### src/rtl/rf_writeback_ctrl.sv
// Register-file write-port controller: merges the ALU and memory result paths,
// buffers memory results in a small FIFO and tracks per-register pending writes.
module rf_writeback_ctrl #(
  parameter int unsigned XLEN  = 32,
  parameter int unsigned DEPTH = 4
) (
  input  logic                       clk,
  input  logic                       rst,
  input  logic                       issue_valid,
  input  logic [4:0]                 issue_rd,
  input  logic                       alu_valid,
  input  logic [4:0]                 alu_rd,
  input  logic [XLEN-1:0]            alu_data,
  input  logic                       mem_valid,
  output logic                       mem_ready,
  input  logic [4:0]                 mem_rd,
  input  logic [XLEN-1:0]            mem_data,
  output logic                       rf_we,
  output logic [4:0]                 rf_waddr,
  output logic [XLEN-1:0]            rf_wdata,
  input  logic [4:0]                 rs1,
  input  logic [4:0]                 rs2,
  output logic                       rs1_pending,
  output logic                       rs2_pending,
  output logic [$clog2(DEPTH):0]     fifo_count
);

  localparam int unsigned AW = $clog2(DEPTH);
  localparam int unsigned CW = AW + 1;
  localparam logic [CW-1:0] FullCount = CW'(DEPTH);

  logic [4:0]      fifo_rd   [DEPTH];
  logic [XLEN-1:0] fifo_data [DEPTH];
  logic [AW-1:0]   wr_ptr_q, wr_ptr_d;
  logic [AW-1:0]   rd_ptr_q, rd_ptr_d;
  logic [CW-1:0]   count_q, count_d;

  logic [31:0]     pending_q, pending_d;

  logic            rf_we_q, rf_we_d;
  logic [4:0]      rf_waddr_q, rf_waddr_d;
  logic [XLEN-1:0] rf_wdata_q, rf_wdata_d;

  logic full, empty, alu_wr, push, pop;

  assign full      = (count_q == FullCount);
  assign empty     = (count_q == '0);
  assign mem_ready = !full;
  // A zero destination completes the handshake but is never stored.
  assign push      = mem_valid && !full && (mem_rd != 5'd0);
  // ALU writes to x0 are dropped and must not block the FIFO.
  assign alu_wr    = alu_valid && (alu_rd != 5'd0);
  assign pop       = !alu_wr && !empty;

  // Next-state for FIFO pointers/count and the registered write port.
  always_comb begin
    wr_ptr_d   = wr_ptr_q;
    rd_ptr_d   = rd_ptr_q;
    count_d    = count_q;
    rf_we_d    = 1'b0;
    rf_waddr_d = rf_waddr_q;
    rf_wdata_d = rf_wdata_q;
    if (push) wr_ptr_d = wr_ptr_q + AW'(1);
    if (pop)  rd_ptr_d = rd_ptr_q + AW'(1);
    unique case ({push, pop})
      2'b10:   count_d = count_q + CW'(1);
      2'b01:   count_d = count_q - CW'(1);
      default: count_d = count_q;
    endcase
    if (alu_wr) begin
      rf_we_d    = 1'b1;
      rf_waddr_d = alu_rd;
      rf_wdata_d = alu_data;
    end else if (pop) begin
      rf_we_d    = 1'b1;
      rf_waddr_d = fifo_rd[rd_ptr_q];
      rf_wdata_d = fifo_data[rd_ptr_q];
    end
  end

  // Scoreboard update: clear on the write leaving rf_*, then set on issue so set wins.
  always_comb begin
    pending_d = pending_q;
    if (rf_we_q) pending_d[rf_waddr_q] = 1'b0;
    if (issue_valid && (issue_rd != 5'd0)) pending_d[issue_rd] = 1'b1;
    pending_d[0] = 1'b0;
  end

  // Control state with asynchronous reset; in-flight writes are discarded.
  always_ff @(posedge clk or posedge rst) begin
    if (rst) begin
      wr_ptr_q   <= '0;
      rd_ptr_q   <= '0;
      count_q    <= '0;
      pending_q  <= '0;
      rf_we_q    <= 1'b0;
      rf_waddr_q <= '0;
      rf_wdata_q <= '0;
    end else begin
      wr_ptr_q   <= wr_ptr_d;
      rd_ptr_q   <= rd_ptr_d;
      count_q    <= count_d;
      pending_q  <= pending_d;
      rf_we_q    <= rf_we_d;
      rf_waddr_q <= rf_waddr_d;
      rf_wdata_q <= rf_wdata_d;
    end
  end

  // FIFO storage; validity is tracked by the pointers, so no reset needed.
  always_ff @(posedge clk) begin
    if (push) begin
      fifo_rd[wr_ptr_q]   <= mem_rd;
      fifo_data[wr_ptr_q] <= mem_data;
    end
  end

  assign rf_we       = rf_we_q;
  assign rf_waddr    = rf_waddr_q;
  assign rf_wdata    = rf_wdata_q;
  assign fifo_count  = count_q;
  assign rs1_pending = pending_q[rs1];
  assign rs2_pending = pending_q[rs2];

endmodule

### config.mk
export PLATFORM = sky130hd
export DESIGN_NAME = rf_writeback_ctrl
export DESIGN_NICKNAME = d
export VERILOG_FILES = /design/src/rtl/rf_writeback_ctrl.sv
export SDC_FILE = /design/constraint.sdc
export NUM_CORES = 1
export LEC_CHECK = 0
export ABC_AREA = 1
export BUFFER_PORTS_ARGS = -buffer_cell sky130_fd_sc_hd__buf_2
export CAP_MARGIN = 30
export CORE_MARGIN = 2
export CORE_UTILIZATION = 55
export DETAILED_ROUTE_END_ITERATION = 6
export PLACE_DENSITY = 0.73
export SYNTH_ARGS = -nofsm -noshare
export SYNTH_HDL_FRONTEND = slang
export SYNTH_SLANG_ARGS = --single-unit
### constraint.sdc
create_clock -name clk -period 5.6 [get_ports clk]
set_input_delay 0.28 -clock clk [delete_from_list [all_inputs] [get_ports clk]]
set_output_delay 0.28 -clock clk [all_outputs]
set_load 0.005 [all_outputs]
==> reports/qor.yml <==
cap_violations: 0
total_power_uw: 5600
globalplace.congestion: 0.975
h-tree-depth: 1
finalMaxSlewViolations: 0
finalClockSkew_ps: 14.4
grt_util_met1: 0.333
hold_buffers: 16
clock-sinks: 224
io_buffers: 137
core_um2: 17200
use_met3: 0.0377
place_hpwl_mm: 14.2
multiInputGateArea_um2: 2840
fin_util: 0.656
routed_wl_mm: 22.8
synthesis.area_um2: 9570
crit_path_start: "fifo_count[0]"
hold_start: "alu_data[17]"
drive_above_1_share: 0.185
worstMarginPinSlew_ps: 797
setup_ws_ps: 3380
fmax_ghz: 0.451
start_util: 0.557
gr-total-overflow: 0
ctsResizeCount: 0
top_usage_layer: "met2"
grt_pass1_vias: 6957
drtPass1Iterations: 5
ys_types: 29
final_common_cell: "nand2_1"
die_w_um: 136
hold_viol: 0
async_flop_share: 0.339
via_count: 7384
fillCellCount: 1338
synthCells: 913
area_delta_synth_final_pct: 17.8
met2_usage: 0.423
setup_viol: 0
rows: 48
pre_cts_ws_ps: 3020
layout_common_cells: "nand2_1, nand3_1, edfxtp_1"
tns_ps: 0
ioPinCount: 138
die_y_um: 136
r2r-start: "fifo_count[0]"
drt_iter0_markers: 652
required_ps: 5740
antenna_found_initial: 1
p_leak_uw: 0.00466
clockBufferDepth: 3
root_buffer: "clkbuf_16"
worst_setup_path_end_kind: "flip-flop"
dieArea_um2: 18500
ys_warn_count: 0
numCtsBuffers: 23
power_density_nw_per_um2: 497
grt_pass1_wl_mm: 35.9
synthFlopType: "edfxtp_1"
syn_avg_cell_area_um2: 10.5
cp-start-kind: "flip-flop"
seqCellArea_um2: 6350
synth_fp_nets: 1013
vias_per_cell: 5.68
wl_per_cell_um: 17.5
rsz0062_at_grt: "false"
critical_path_class: "reg2reg"
synthTopCellsByArea: "edfxtp_1, dfrtp_1, nand2_1"
yosys.area.top_type_share: 0.464
min_path_type: "in2reg"
finalCriticalPeriod_ps: 2220
synth_edf_count: 148
hold_ws_ps: 11.3
maxSlewHeadroom: 0.469
tritoncts: "done"
post_cts_buffers: 0
status: "completed"
ir_drop_mv: 0.330
final_nets: 1159
yosysSeqAreaShare: 0.663
grt_start_max_net_pins: 76
synth-seq-cells: 224
clk_pin_slew_worst_paths_ps: 60
cp_max_fo: 27
drc_errors: 0
min_period_over_period: 0.396
grt_util_all_layers: 0.248
worstSkewPairLatency_ps: 500
synth.largest_area_cell: "edfxtp_1"
ant_nets: 0
cp_data_arrival_time_ps: 2350
==> worst max-delay path, cell delays in order (launching register included) <==
cell,delay (ps)
dfrtp_1,440
inv_1,110
nand3_1,110
nand3_2,290
nor2_4,430
buf_4,470
==> registers in the layout, indices dropped and copies added, names as in the netlist <==
signal      count
pending_q      31
rf_wdata       32
wr_ptr_q        2
fifo_data     128
fifo_rd        20
rf_waddr        5
rf_we           1
rd_ptr_q        2
fifo_count      3
==> stage by stage <==
| step | cell area (um2) | std cells |
|---|---|---|
| final | 11300 | 1301 |
| after global routing | 11300 | 1300 |
| after CTS | 11300 | 1299 |
| after detailed placement | 10400 | 1242 |
| after global placement | 10400 | 1239 |
| after floorplan | 9570 | 913 |
==> where the power goes <==
part / switching [uW] / internal, uW
logic: 1140 / 581
registers: 246 / 2270
clock network: 600 / 765
total: 1980 / 3620
==> synth_stat cells, drive strengths merged, types with 6 or more instances <==
cell / instances
inv: 42
nor2: 59
nand3: 152
edfxtp: 148
a31oi: 22
dfrtp: 76
o22ai: 13
nand2: 243
o21ai: 92
a21oi: 6
buf: 37
==> routing by layer <==
layer,vias to the layer above,wire length (um)
met3,50,1700
met5,-,0
met2,292,11200
met1,3572,9390
li1,3470,-
met4,0,544
==> logic make-up (layout without fill, tap and decap cells) <==
group,Yosys count,count (layout),synth area share
AO/OA/AOI/OAI,138,138,0.0780
flip-flops,224,224,0.663
AND/OR/NAND/NOR,457,457,0.204
other,0,1,0
XOR/XNOR,4,4,0.00366
adder cells (fa/ha/maj),6,6,0.00863
buffers and inverters,84,246,0.0431
==> final timing paths <==
kind | to | slack (ps) | depth (start not counted)
worst max-delay path | fifo_data[3][21] | 3380 | 5
worst min-delay path | rf_wdata[17] | 10 | 3
worst max register to register | fifo_data[3][21] | 3380 | 5
worst min register to register | rf_wdata[13] | 500 | 2
max in group asynchronous | rf_wdata[21] | 4500 | 5
min in group asynchronous | fifo_count[1] | 470 | 4
==> cell type report <==
cell class,count,area share
inverter,42,0.0148
timing repair buffer,163,0.0852
multi-input combinational,605,0.252
antenna,1,0.000222
sequential,224,0.563
clock buffer,27,0.0533
tap,225,0.0250
clock inverter,14,0.00622
(Power assumes the default switching activity.)
